==> src/rtl/rv32_pkg.sv <==
// Shared RV32I definitions: branch condition codes and the branch controller state encoding.
package rv32_pkg;

    localparam logic [2:0] F3_BEQ  = 3'b000;
    localparam logic [2:0] F3_BNE  = 3'b001;
    localparam logic [2:0] F3_BLT  = 3'b100;
    localparam logic [2:0] F3_BGE  = 3'b101;
    localparam logic [2:0] F3_BLTU = 3'b110;
    localparam logic [2:0] F3_BGEU = 3'b111;

    typedef enum logic [1:0] {
        IDLE     = 2'd0,
        REDIRECT = 2'd1,
        FLUSH    = 2'd2
    } state_t;

endpackage

==> src/rtl/branch_ctrl.sv <==
// EX-stage branch/jump resolution: checks the BTFN prediction, issues a PC redirect and a timed
// front-end flush on mispredict, and counts resolved transfers and redirects.
module branch_ctrl
    import rv32_pkg::*;
#(
    parameter int FLUSH_CYCLES = 2,
    parameter int CNT_W        = 32
) (
    input  logic             clk,
    input  logic             rst,
    input  logic             stall,
    input  logic             ex_valid,
    input  logic             ex_is_branch,
    input  logic             ex_is_jal,
    input  logic             ex_is_jalr,
    input  logic [2:0]       ex_funct3,
    input  logic [31:0]      ex_pc,
    input  logic [31:0]      ex_imm,
    input  logic [31:0]      ex_rs1,
    input  logic             ex_pred_taken,
    output logic             cmp_en,
    output logic [2:0]       cmp_op,
    input  logic             cmp_taken,
    output logic             redirect_valid,
    output logic [31:0]      redirect_pc,
    output logic             flush_front,
    output logic             misalign_exc,
    output logic [CNT_W-1:0] branch_cnt,
    output logic [CNT_W-1:0] mispred_cnt
);

    localparam bit         HAS_FLUSH  = (FLUSH_CYCLES > 1);
    localparam logic [2:0] FLUSH_LOAD = HAS_FLUSH ? 3'(FLUSH_CYCLES - 2) : 3'd0;

    state_t            r_state;
    logic [2:0]        r_flush_cnt;
    logic              r_redirect_valid;
    logic [31:0]       r_redirect_pc;
    logic              r_flush_front;
    logic              r_misalign_exc;
    logic [CNT_W-1:0]  r_branch_cnt;
    logic [CNT_W-1:0]  r_mispred_cnt;

    logic              w_acc;
    logic              w_taken;
    logic              w_pred;
    logic              w_mispred;
    logic [31:0]       w_target;
    logic [31:0]       w_fix_pc;

    // Resolve the EX control transfer: accept, outcome, target and corrected fetch address.
    always_comb begin
        w_acc     = 1'b0;
        w_taken   = 1'b0;
        w_pred    = 1'b0;
        w_target  = 32'd0;
        w_fix_pc  = 32'd0;
        w_mispred = 1'b0;
        if (r_state == IDLE) begin
            w_acc = ex_valid & ~stall & (ex_is_branch | ex_is_jal | ex_is_jalr);
        end else begin
            w_acc = 1'b0;
        end
        w_taken = ex_is_jal | ex_is_jalr | (ex_is_branch & cmp_taken);
        // JALR has no usable IF prediction, so it always counts as predicted not-taken.
        w_pred  = ex_pred_taken & ~ex_is_jalr;
        if (ex_is_jalr) begin
            w_target = (ex_rs1 + ex_imm) & 32'hFFFF_FFFE;
        end else begin
            w_target = ex_pc + ex_imm;
        end
        if (w_taken) begin
            w_fix_pc = w_target;
        end else begin
            w_fix_pc = ex_pc + 32'd4;
        end
        w_mispred = (w_taken != w_pred);
    end

    // Comparator drive is valid only for an accepted conditional branch.
    always_comb begin
        cmp_en = w_acc & ex_is_branch;
        cmp_op = ex_funct3;
    end

    // Redirect/flush FSM with registered outputs and performance counters.
    always_ff @(posedge clk) begin
        if (rst) begin
            r_state          <= IDLE;
            r_flush_cnt      <= 3'd0;
            r_redirect_valid <= 1'b0;
            r_redirect_pc    <= 32'd0;
            r_flush_front    <= 1'b0;
            r_misalign_exc   <= 1'b0;
            r_branch_cnt     <= '0;
            r_mispred_cnt    <= '0;
        end else begin
            r_redirect_valid <= 1'b0;
            r_misalign_exc   <= 1'b0;
            case (r_state)
                IDLE: begin
                    if (w_acc) begin
                        r_branch_cnt <= r_branch_cnt + CNT_W'(1);
                        if (w_mispred && w_fix_pc[1]) begin
                            r_misalign_exc <= 1'b1;
                        end else if (w_mispred) begin
                            r_redirect_valid <= 1'b1;
                            r_redirect_pc    <= w_fix_pc;
                            r_flush_front    <= 1'b1;
                            r_mispred_cnt    <= r_mispred_cnt + CNT_W'(1);
                            r_state          <= REDIRECT;
                        end
                    end
                end
                REDIRECT: begin
                    if (HAS_FLUSH) begin
                        r_state     <= FLUSH;
                        r_flush_cnt <= FLUSH_LOAD;
                    end else begin
                        r_state       <= IDLE;
                        r_flush_front <= 1'b0;
                    end
                end
                FLUSH: begin
                    if (!stall) begin
                        if (r_flush_cnt == 3'd0) begin
                            r_state       <= IDLE;
                            r_flush_front <= 1'b0;
                        end else begin
                            r_flush_cnt <= r_flush_cnt - 3'd1;
                        end
                    end
                end
                default: begin
                    r_state       <= IDLE;
                    r_flush_front <= 1'b0;
                end
            endcase
        end
    end

    assign redirect_valid = r_redirect_valid;
    assign redirect_pc    = r_redirect_pc;
    assign flush_front    = r_flush_front;
    assign misalign_exc   = r_misalign_exc;
    assign branch_cnt     = r_branch_cnt;
    assign mispred_cnt    = r_mispred_cnt;

endmodule
==> config.mk <==
export PLATFORM = sky130hd
export DESIGN_NAME = branch_ctrl
export DESIGN_NICKNAME = d
export VERILOG_FILES = /design/src/rtl/rv32_pkg.sv /design/src/rtl/branch_ctrl.sv
export SDC_FILE = /design/constraint.sdc
export NUM_CORES = 1
export LEC_CHECK = 0
export CAP_MARGIN = 25
export CORE_ASPECT_RATIO = 0.7
export CORE_MARGIN = 3
export CORE_UTILIZATION = 35
export DETAILED_ROUTE_END_ITERATION = 6
export PLACE_DENSITY = 0.71
export RECOVER_POWER = 25
export SYNTH_ARGS = -nofsm -noshare
export SYNTH_HDL_FRONTEND = slang
export SYNTH_SLANG_ARGS = --single-unit
==> constraint.sdc <==
create_clock -name clk -period 7.25 [get_ports clk]
set_clock_uncertainty 0.05 [all_clocks]
set_input_delay 0.725 -clock clk [delete_from_list [all_inputs] [get_ports clk]]
set_output_delay 0.725 -clock clk [all_outputs]
set_load 0.01 [all_outputs]
==> results of run 1 <==
==> state kept, by name, summed over array words and instances (netlist names) <==
register	count
flush_front	1
redirect_valid	1
mispred_cnt	32
misalign_exc	1
branch_cnt	32
r_flush_cnt	3
r_state	2
redirect_pc	32
==> path summary, 6_finish.rpt <==
check,start,to,cells after the start
setup / recovery,ex_imm[0],redirect_pc[31],12
hold / removal,r_flush_cnt[1],r_flush_cnt[1],2
setup reg to reg,r_state[1],redirect_pc[31],8
hold reg to reg,r_flush_cnt[1],r_flush_cnt[1],2
==> area by class of cell <==
type / count / area, µm²
multi-input combinational: 891 / 5940
sequential: 104 / 2080
clock buffer: 9 / 225
fill: 2257 / 12000
tap: 312 / 390
inverter: 20 / 75.1
timing repair buffer: 210 / 2070
clock inverter: 7 / 88.8
==> logic make-up after synthesis <==
| family | count (synthesis) | share of synthesized area [%] |
|---|---|---|
| xor gates and xnor gates | 132 | 14.0 |
| and+or+nand+nor | 402 | 23.9 |
| adders and majority gates | 68 | 10.5 |
| muxes | 6 | 0.743 |
| buffers and inverters | 62 | 3.03 |
| DFF | 104 | 25.2 |
| AOI/OAI and AO/OA | 283 | 22.6 |
==> per-stage QoR <==
step	power [mW]	setup WS [ps]
floorplan	0.919	3880
finish	1.61	2870
global route	1.69	2520
global placement	1.10	2650
detailed placement	1.10	2460
CTS	1.62	2860
==> metal layers <==
| layer | wire (µm) | part of all wire, % |
|---|---|---|
| met1 | 13100 | 50 |
| met2 | 10600 | 40 |
| met3 | 2500 | 9.5 |
| met4 | 142 | 0.54 |
| met5 | 0 | 0 |
==> layout by cell type, fill, tap and decap left out, types with 13 or more instances in the layout <==
cell and n:
nor3_1 30, dfxtp_1 104, xor2_1 68, nand4_1 22, nor2_1 112, and3_1 28
nand2_1 104, a21oi_1 94, a21o_1 32, dlygate4sd3_1 44, clkdlybuf4s50_1 158, xnor2_1 64
a211oi_1 15, nand3_1 47, inv_1 20, ha_1 66, o21ai_0 43, or3_1 13
==> report_power, final <==
part | switching [mW] | internal (mW)
Sequential | 0.00916 | 0.583
Combinational | 0.279 | 0.224
Clock | 0.264 | 0.252
Total | 0.552 | 1.06
==> worst max-delay path: cells and delay by family <==
kind / cells / cell delay, ps
adder cells (fa/ha/maj): 2 / 640
AND/OR/NAND/NOR: 2 / 470
buffers and inverters: 2 / 1010
multiplexers: 2 / 510
AO/OA/AOI/OAI: 4 / 1220
==> results, run 1 <==
- The run finished, with violations left.
- The checks that failed: capacitance limit, slew limit.
- Dividing total power by cell area gives a power density of 148 mW/mm².
- The pin count of the biggest net entering global routing is 80.
- The cell row count is 46.
- The async set or reset register ratio after synthesis is 0%.
- The number of antenna violations at the first check in global routing is 0.
- The maximum clock path buffer count is 2.
- In this run, synthesis produced a sequential element count of 104.
- The count of buffers from port buffering is 204.
- When the netlist entered floorplanning its net count stood at 1233.
- The area of placed instances is 0.0106 mm².
- The post-detailed-route DRC marker count is 0.
- Dividing the detail-routed via count by the number of cells gives 5.41.
- Global routing consumed, on the met1 layer, 31.2% of the routing resources.
- The biggest area contributor in the post-synthesis netlist is dfxtp_1.
- The share of layout cells above drive strength 1 is 3.87%.
- The synthesized area per cell is 7.81 µm².
- The number of hold violations in the final report came to 0.
- The critical path is of the in -> reg type.
- The worst-path cell with the longest stage delay is o311a_1.
- The root buffer cell chosen for the clock tree is clkbuf_16.
- The most numerous cell in the Yosys netlist is nor2_1.
- For this run, global-route usage on met3 was measured as 4.59%.
- Sequential elements use 25.2% of the synthesized area.
- The TritonCTS clock tree is done.
- The congestion estimate from routability-driven global placement came to 0.901.
- The number of global-route vias before repair is 7632.
- Setup repair after global routing left no endpoint under its margin.
- The HPWL after detailed placement is 21100 µm.
- The main flop type after synthesis is dfxtp_1.
- After synthesis, the most frequently instantiated cells are 112 x nor2_1, 104 x dfxtp_1, 104 x nand2_1.
- Adding up every negative setup slack in the final design gives 0 ps.
- The utilization after layout is 47.5%.
- The total number of vias is 8406.
- The detailed router's first-iteration violation count is 836.
- The analysis attributes to cell leakage a power of 4.31 nW.
- The floorplan step defined a die boundary enclosing 0.0255 mm².
- The worst setup path is launched from a primary input.
- The count of nets left with antenna violations once routing finished came out at 0.
- The clock-pin slew on the worst setup and hold paths is 80 ps.
- The count of pins on the block boundary is 211.
- Walking the worst path, the cells encountered are clkdlybuf4s50_1 -> ha_1 -> fa_1 -> mux2_2 -> mux2i_1 -> o311a_1 -> nand2b_1 -> inv_1 -> o21ai_0 -> a21oi_1 -> nand3_1 -> a211oi_2.
- The transition time at the pin with the least slew margin is 3520 ps.
- The critical path required time is 7480 ps.
- The number of warnings reported in the yosys synthesis log is 0.
- The critical path arrival is 4610 ps.
- The die span in y is 134 µm.
- Gates resized during post-CTS repair numbered 0.
- The register-to-register setup slack is 3760 ps.
- Of all nets on the critical path, the largest fanout is 18.
- The endpoint type of the worst setup path is a flop.
- After the last flow step, the layout net total stands at 1412.
- The number of antenna diodes in the final layout is 0.
- Hold is met by 408 ps.
- The global routing met2 resource utilization is 28.6%.
- The TritonCTS buffer count is 9.
- Across the run, the number of max-cap violations was 1.
- Of the available clock period, the critical path in the final layout requires 60.4%.
- For this run, the slowest stage of the critical path takes 700 ps.
- Clock tree synthesis found a total of 104 sinks.
- For this block, the routed nets add up to 26400 µm of wire.
- The H-tree generated during clock tree synthesis spans 3 levels.
- The area of all placed cells without fillers is 0.0109 mm².
- The total global routing track utilization is 20.0%.
- The count of flip-flops with a built-in enable after synthesis is 0.
- The clock period could shrink to 4380 ps.
- After synthesis, the cell types taking the most area are dfxtp_1 25%, ha_1 10%, xor2_1 7.2%.
- The wire length of the first global-routing pass is 41600 µm.
- The max-slew violation count is 80.
- After global routing, the most crowded layer is met1.
- The standard cell core area is 0.0229 mm².
- The detailed-routing iteration count for the pre-antenna-repair pass is 5.
- The tightest slew margin relative to the limit is -135%.
- The post-placement cell count is 1537.
- In this run the post-CTS setup repair buffer count came out at 0.
- The fraction of post-synthesis cell area in the top cell type by area is 25.2%.
- The path class of the tightest hold or removal check is reg -> reg.
- The residual overflow from global routing is 0.
- Once the floorplan was initialized, standard cells occupied 36.0% of the core.
- The maximum operating frequency is 228 MHz.
- The synthesis-to-layout area growth is 31.8%.
- The number of buffers inserted for hold repair after clock tree synthesis is 0.
- The worst-case IR drop observed on VDD is 96.5 µV.
- The post-route non-filler standard cell count is 1553.
- Setup violations remaining at the end of the flow were counted as 0.
- The synthesized netlist contains 74 unique library cells.
- The latest clock arrival within the worst-skew pair is 350 ps.
- The post-synthesis instance area is 0.00826 mm².
- The final routed wire length divided by cell count is 17.0 µm.
- After technology mapping, the gate count stands at 1057.
- Measured along the x axis, the die boundary spans 190 µm.
Note: power is estimated with default switching activity, not from simulation.
==> run 2, diff against run 1 <==
==> constraint.sdc (replaced) <==
create_clock -name clk -period 4.1 [get_ports clk]
set_clock_uncertainty 0.05 [all_clocks]
set_input_delay 0.41 -clock clk [delete_from_list [all_inputs] [get_ports clk]]
set_output_delay 0.41 -clock clk [all_outputs]
set_load 0.01 [all_outputs]
==> results, run 2 (synthesis gave the netlist of run 1 again) <==
- The run finished, with violations left.
- The checks that failed: capacitance limit, slew limit.
- Dividing the detail-routed wire length by the instance count gives 17.3 µm.
- For this run, the total global-route usage over all layers was measured as 20.4%.
- The post-detailed-route DRC marker count is 0.
- The longest clock path from root to sink contains 2 buffers.
- Buffers added to address setup during post-CTS repair amount to 0.
- Global routing finished with a remaining overflow of 0.
- The buffering stage count on the worst path with inverters included is 1.
- The most repeated library cell on the critical path is nand2_1.
- Row generation in the floorplan step produced 46 rows.
- In the layout the commonest cells are 159 x clkdlybuf4s50_1, 112 x nor2_1, 104 x nand2_1, 104 x dfxtp_1, 94 x a21oi_1.
- The worst hold path class is reg -> reg.
- The static power due to leakage is 4.35 nW.
- The critical setup path kind is in -> reg.
- The number of global-route vias before repair was 7786.
- The power consumption is 2.82 mW.
- The standard cell core area is 0.0229 mm².
- From synthesis to final layout, the design area changed by 32.5%.
- Counting tap cells, the placed design contains a total of 1548 instances.
- The area of the die is 0.0255 mm².
- The beginning of the worst register-to-register path is r_state[1].
- STA classifies the critical path endpoint as a flop.
- 0 antenna diodes ended up in the layout.
- Setup repair after global routing left no endpoint under its margin.
- Headroom to the max-slew limit came out at -74.5%.
- After detailed routing, the number of vias per cell comes to 5.49.
- After clock tree synthesis, the repair step resized 0 gates.
- IR analysis of the VDD net gives a maximum drop of 215 µV.
- Buffers placed on the I/O ports in this run total 204.
- The routed design has 27000 µm of wire.
- The setup total negative slack is 0 ps.
- The critical path arrival is 3680 ps.
- Walking the worst path, the cells encountered are clkdlybuf4s50_1 -> ha_1 -> fa_1 -> mux2_2 -> mux2i_1 -> o311a_1 -> nand2_1 -> or3_1 -> nor2_2 -> nand2_1 -> xor2_1 -> nor2_1.
- The max-slew violation count is 60.
- The highest cell delay on the worst timing path is 520 ps.
- The final HPWL from detailed placement is 21400 µm.
- The number of hold violations in the final report is 0.
- In this run, the number of DRC markers left after iteration 0 of detailed routing was 668.
- The effective utilization at floorplan is 36.0%.
- The cell sitting at the root of the clock tree is a clkbuf_16.
- The number of buffers inserted for hold repair after clock tree synthesis is 0.
- The count of pins on the block boundary is 211.
- At the placement stage, the worst setup path has a slack of 238 ps.
- The maximum level of the CTS H-tree is 3.
- The clock period could shrink to 3580 ps.
- The post-route netlist has 4.71% of its cells at a drive strength greater than 1.
- Detailed routing inserted a total of 8595 vias.
- The die is 134 µm tall.
- The tool flagged a number of max-cap violations equal to 1.
- Excluding fillers, the count of instances in the completed layout stands at 1565.
- The pin count of the biggest net entering global routing is 60.
- The TritonCTS buffer count is 9.
- The first detailed-routing pass ran for 4 iterations.
- The utilization after layout is 47.8%.
- The first global-routing pass estimated 42000 µm of wire.
- The start point of the critical path is ex_imm[0].
- The startpoint type of the worst setup path is a primary input.
- The total clock sinks is 104.
- The worst-path cell with the longest stage delay is clkdlybuf4s50_1.
- The kind of cell adding the most delay to the critical path is simple AND/OR/NAND/NOR gates.
- The library cell used most frequently in the layout, excluding fill and tap cells, is clkdlybuf4s50_1.
- The power density relative to cell area is 258 mW/mm².
- The TritonCTS clock tree is done.
- The congestion estimate from routability-driven global placement came to 0.917.
- The number of antenna violations at the first check in global routing is 0.
- The hold path startpoint is r_flush_cnt[1].
- The setup-violating endpoint count in the final report is 0.
- In the finished design, the share of the clock period the worst path needs comes to 87.4%.
- The transition time at the pin with the least slew margin is 2620 ps.
- The horizontal die dimension is 190 µm.
- Static timing analysis puts the maximum clock frequency at 279 MHz.
- The final worst setup slack is 516 ps.
- The critical path required time is 4190 ps.
- The peak fanout along the critical path is 8.
- The final layout contains 1424 nets.
- The clock-pin slew on the worst setup and hold paths is 80 ps.
- At the later pin of the worst-skew pair, clock insertion delay measures 360 ps.
- Once detail routing completed, the nets flagged for antenna violations numbered 0.
run 2: cell types whose count changed in the layout (fill, tap and decap cells not counted), sizes merged:
cell	delta
buf	+12
clkbuf	+1
clkdlybuf4s50	+1
clkinv	-1
clkinvlp	+1
dlygate4sd3	-1
inv	-1
run 2: worst paths after layout:
path              depth (start not counted)  slack [ps]               to
hold / removal                            2         410   r_flush_cnt[1]
hold reg to reg                           2         410   r_flush_cnt[1]
setup / recovery                         12         520  mispred_cnt[24]
setup reg to reg                          8        1180  mispred_cnt[24]
run 2: tightest hold or removal path, delay by kind of cell (launching register included):
family | cells | cell delay [ps]
flops | 1 | 310
simple gates | 1 | 50
compound gates | 1 | 50
run 2: layout make-up:
class / instances / area, µm²
sequential: 104 / 2080
timing repair buffer: 222 / 2160
clock buffer: 10 / 229
fill: 2252 / 12000
inverter: 20 / 75.1
tap: 312 / 390
multi-input combinational: 891 / 5940
clock inverter: 6 / 58.8
run 2: report_power, final:
group	switching, mW	internal (mW)	total [mW]	leakage [nW]
registers	0.0149	1.03	1.05	0.840
logic	0.490	0.403	0.893	3.38
clock network	0.454	0.430	0.884	0.139
run 2: stage by stage:
| stage | area, µm² | hold slack [ps] |
|---|---|---|
| after floorplan | 8260 | 382 |
| after global placement | 10700 | 387 |
| after detailed placement | 10700 | 397 |
| after CTS | 10900 | 410 |
| after global routing | 10900 | 420 |
| final | 10900 | 406 |
run 2: per-layer routing:
layer,wire [µm],vias up,global-route usage (%)
met5,0,-,0
met4,255,0,3.24
met3,2640,26,5.45
met2,10900,346,29.7
met1,13200,3995,30.6
li1,-,4228,-
==> variant 1: new RTL, config.mk and constraints of run 2 <==
Encoding of `state_t`: now one-hot (3 bits for 3 states).
--- a/src/rtl/rv32_pkg.sv
+++ b/src/rtl/rv32_pkg.sv
@@ -10,6 +10,6 @@
 
-    typedef enum logic [1:0] {
-        IDLE     = 2'd0,
-        REDIRECT = 2'd1,
-        FLUSH    = 2'd2
+    typedef enum logic [2:0] {
+        IDLE     = 3'b001,
+        REDIRECT = 3'b010,
+        FLUSH    = 3'b100
     } state_t;
Function: no difference found for any inputs over 4 cycles, from zero or initial values and one cycle with rst high; so few cycles prove little.
==> variant 1 against run 2 <==
  * Via count decreased by 1.2%
  * Final cell count fell by 1.0%
  * Power grew 0.18%
  * Synthesized area rose by 0.59%
  * Sequential cell count rose by 1
  * Highest routed layer unchanged
  * Design area stayed put
  * Routed wire length shrank 0.97%
  * Count of clock-buffer cells in the layout shrank 1
  * Worst setup slack gained 0.11 ns
  * Register-to-register slack improved by 0.23 ns
==> variant 1: results (changes against run 2) <==
- Vias per inst: 5.48 (was 5.49)
- Routability cong.: 0.892 (was 0.917)
- Global-route total usage across every layer: 20.6% (was 20.4%)
- CP top delay family: compound AO/OA/AOI/OAI gates (was simple AND/OR/NAND/NOR gates)
- Met2 Resource Use GR: 30.2% (was 29.7%)
- First-pass GRT wire length: 42600 microns (was 42000 microns)
- Yosys warns: 0 (unchanged)
- Mux contribution to synthesized area: 1.27% (was 0.743%)
- Worst hold path cell count: 2 (unchanged)
- Clock buffer depth: 2 (unchanged)
- Nets@finish: 1408 (was 1424)
- Synth unique cells: 81 (was 74)
- Area occupied by multi-input gates: 5980 sq um (was 5940 sq um)
- Initial antenna violation count: 0 (unchanged)
- Layout filler cell count: 2250 (was 2252)
- Post-synthesis sequential area ratio: 25.3% (was 25.2%)
- Dominant cells by area after synthesis: dfxtp_1 25%, ha_1 9.9%, xor2_1 8.1% (was dfxtp_1 25%, ha_1 10%, xor2_1 7.2%)
- Peak supply drop: 0.000170 V (was 0.000215 V)
- Drt first-iter violations: 680 (was 668)
- Critical-path maximum fanout: 4 (was 8)
- Outcome: finished, final reports clean (was finished with violations)
- Leakage: 4.35 nW (about the same)
- Share of cells above drive strength 1: 4.69% (was 4.71%)
- Largest net degree at the start of global routing: 88 (was 60)
- Delay of the slowest critical-path stage: 0.46 ns (was 0.52 ns)
- Adder-cell share of the synthesized area: 10.4% (was 10.5%)
- CP arrival: 3.74 ns (was 3.68 ns)
- Top_reg_cell synth: dfxtp_1 (unchanged)
- DRT Pass-1 Iters: 5 (was 4)
- Type of the most critical hold path: flop to flop (unchanged)
- Post-synthesis compound-gate area fraction: 23.8% (was 22.6%)
- Drt total wl: 26700 microns (was 27000 microns)
- Num CTS Buffers: 9 (unchanged)
- CTS clk-pin slew, worst paths: 0.08 ns (about the same)
- Worst-skew pair later-pin latency: 0.36 ns (about the same)
- Worst-case reg-to-reg path depth: 9 (was 8)
- Syn Area/Cell: 7.95 sq um (was 7.81 sq um)
- Post-DP HPWL: 20900 microns (was 21400 microns)
- Syn Nets: 1220 (was 1233)
- Post-synth top cells: 110 x nor2_1, 105 x dfxtp_1, 91 x a21oi_1 (was 112 x nor2_1, 104 x dfxtp_1, 104 x nand2_1)
- Cells after DPL: 1533 (was 1548)
- Worst Max-Slew Pin Slew: 0.931 ns (was 2.62 ns)
- XOR/XNOR share of the synthesized area: 14.0% (about the same)
- Htree depth: 3 (unchanged)
- Vias in the first global route: 7839 (was 7786)
- Routing usage on met3: 4.07% (was 5.45%)
- Most common cell in the synthesized netlist: nor2_1 (unchanged)
- Routed len/inst: 17.3 microns (about the same)
- Placement-stage cell area: 10700 sq um (about the same)
- Met1 Use GR: 31.3% (was 30.6%)
==> variant 1: final cells by class <==
class | instances | share of cell area [%]
multi-input combinational | 884 | 54.6
clock buffer | 9 | 2.06
sequential | 105 | 19.2
clock inverter | 7 | 0.640
inverter | 18 | 0.618
tap | 312 | 3.57
timing repair buffer | 214 | 19.3
==> variant 1: cell families (layout without fill, tap and decap cells) <==
kind of cell | count (synthesis) | after routing
simple gates | 377 | 377
mux | 9 | 9
flops | 105 | 105
buf+inv | 55 | 248
compound gates | 297 | 297
fa+ha+maj | 68 | 68
xor+xnor | 133 | 133
==> variant 1: routing by layer <==
metal / wire (microns) / share of wire [%] / up-vias
met4: 303 / 1.1 / 0
met5: 0 / 0 / -
met1: 13300 / 50 / 3946
met3: 2040 / 7.6 / 24
met2: 11100 / 41 / 327
li1: - / - / 4194
==> variant 1: where the power goes <==
part	switching, mW	internal [mW]	total [mW]	leakage, nW
clock network	0.447	0.429	0.876	0.141
logic	0.491	0.405	0.896	3.36
registers	0.0155	1.04	1.06	0.848
total	0.954	1.87	2.83	4.35
==> variant 1: final timing paths <==
path | to | start | slack [ns]
max | redirect_pc[28] | ex_imm[0] | 0.62
min | redirect_pc[8] | redirect_pc[8] | 0.40
max reg2reg | branch_cnt[29] | r_state[0] | 1.41
min reg2reg | redirect_pc[8] | redirect_pc[8] | 0.40
==> variant 1: worst min-delay path: cells and delay by family (launching register included) <==
family,cells,cell delay (ns)
AOI/OAI and AO/OA,1,0.05
DFF,1,0.31
and+or+nand+nor,1,0.05
==> variant 1: metrics by stage <==
stage,power [mW],hold slack [ns],setup WS (ns)
finish,2.83,0.397,0.621
global route,2.98,0.417,0.412
CTS,2.86,0.406,0.689
detailed placement,1.97,0.395,0.321
floorplan,1.64,0.410,1.28
global placement,1.96,0.390,0.404
==> variant 2: new RTL, flow settings as in run 2 <==
Without the edit above. Set the parameter `CNT_W` to 48 (it was 32).
--- a/src/rtl/branch_ctrl.sv
+++ b/src/rtl/branch_ctrl.sv
@@ -6,3 +6,3 @@
     parameter int FLUSH_CYCLES = 2,
-    parameter int CNT_W        = 32
+    parameter int CNT_W        = 48
 ) (
Interface: changed (resized branch_cnt and mispred_cnt); port bits go from 211 to 243. The function was not compared with the original's and may differ.
==> variant 2 against run 2 <==
  * First-iteration DRC count is 49% higher
  * Routed wire length is 24% higher
  * Critical endpoint is now redirect_pc[24]
  * Die area is 19% higher
  * Design area is 21% higher
  * Synthesized area is 20% higher
  * Utilization is 0.76 points higher
  * Worst setup slack better by 0.090 ns
  * Sequential cell count is 32 higher
  * Power is 38% higher
  * Highest routed layer is now met5
  * Via count is 20% higher
==> variant 2: results (changes against run 2) <==
- FP Rows: 50 (was 46)
- Met1 WL: 16200 microns (was 13200 microns)
- Drt first-iter violations: 993 (was 668)
- Worst Max-Slew Pin Slew: 0.909 ns (was 2.62 ns)
- Register area: 2720 sq um (was 2080 sq um)
- Drt total wl: 33600 microns (was 27000 microns)
- Top Metal Used: met5 (was met4)
- Nets@finish: 1676 (was 1424)
- Wire length on met2: 14300 microns (was 10900 microns)
- Critical-path maximum fanout: 6 (was 8)
- Routed met3 length: 2430 microns (was 2640 microns)
- Post-synth top cells: 165 x nor2_1, 136 x dfxtp_1, 121 x nand2_1 (was 112 x nor2_1, 104 x dfxtp_1, 104 x nand2_1)
- CP top delay family: compound AO/OA/AOI/OAI gates (was simple AND/OR/NAND/NOR gates)
- Yosys reg bits: 136 (was 104)
- Routing usage on met3: 4.42% (was 5.45%)
- Met2 Resource Use GR: 31.0% (was 29.7%)
- Net switching power: 1.27 mW (was 0.959 mW)
- Routability cong.: 0.995 (was 0.917)
- Worst-skew pair later-pin latency: 0.42 ns (was 0.36 ns)
- Peak supply drop: 0.000295 V (was 0.000215 V)
- Post-DP HPWL: 26600 microns (was 21400 microns)
- PortBufs: 236 (was 204)
- Mux contribution to synthesized area: 0.769% (was 0.743%)
- Num CTS Buffers: 17 (was 9)
- Clock buf/inv share: 4.50% (was 2.63%)
- Syn Nets: 1457 (was 1233)
- Largest net degree at the start of global routing: 105 (was 60)
- Post-synthesis sequential area ratio: 27.4% (was 25.2%)
- Post-Place Worst Slack: 0.286 ns (was 0.238 ns)
- Final Util: 48.5% (was 47.8%)
- Synthesized netlist cell count: 1281 (was 1057)
- Htree depth: 4 (was 3)
- Count of non-CTS buffers in the layout: 255 (was 222)
- Vias in the first global route: 9410 (was 7786)
- Global-route total usage across every layer: 20.9% (was 20.4%)
- Number of multi-input logic gates: 1064 (was 891)
- Non-clk buf share: 18.9% (was 19.8%)
- Outcome: finished, final reports clean (was finished with violations)
- Area occupied by multi-input gates: 6880 sq um (was 5940 sq um)
- Delay of the slowest critical-path stage: 0.63 ns (was 0.52 ns)
-- variant 2: cell count changes in the layout (fill, tap and decap cells not counted), moves of 13 or more --
cell                    run 2  this run
nand3_1                    47        65
nand2_1                   104       121
nor2_1                    112       165
xor2_1                     68        98
dlygate4sd3_1              43        56
clkdlybuf4s50_1           159       178
o21ai_0                    43        68
dfxtp_1                   104       136
-- variant 2: power by group through the flow --
stage	Clock [mW]	Sequential, mW	Combinational [mW]
2_1_floorplan	0	1.40	0.573
3_3_place_gp	0	1.39	0.932
3_5_place_dp	0	1.39	0.934
4_1_cts	1.61	1.36	0.937
5_1_grt	1.65	1.36	1.04
6_report	1.58	1.36	0.952
-- variant 2: final timing paths --
check                      start               to  slack [ns]  depth (start not counted)
setup / recovery      ex_imm[14]  redirect_pc[24]        0.61                         11
setup reg to reg      r_state[1]   branch_cnt[46]        1.27                          9
hold reg to reg   redirect_pc[6]   redirect_pc[6]        0.40                          2
hold / removal               rst  redirect_pc[13]        0.23                          2
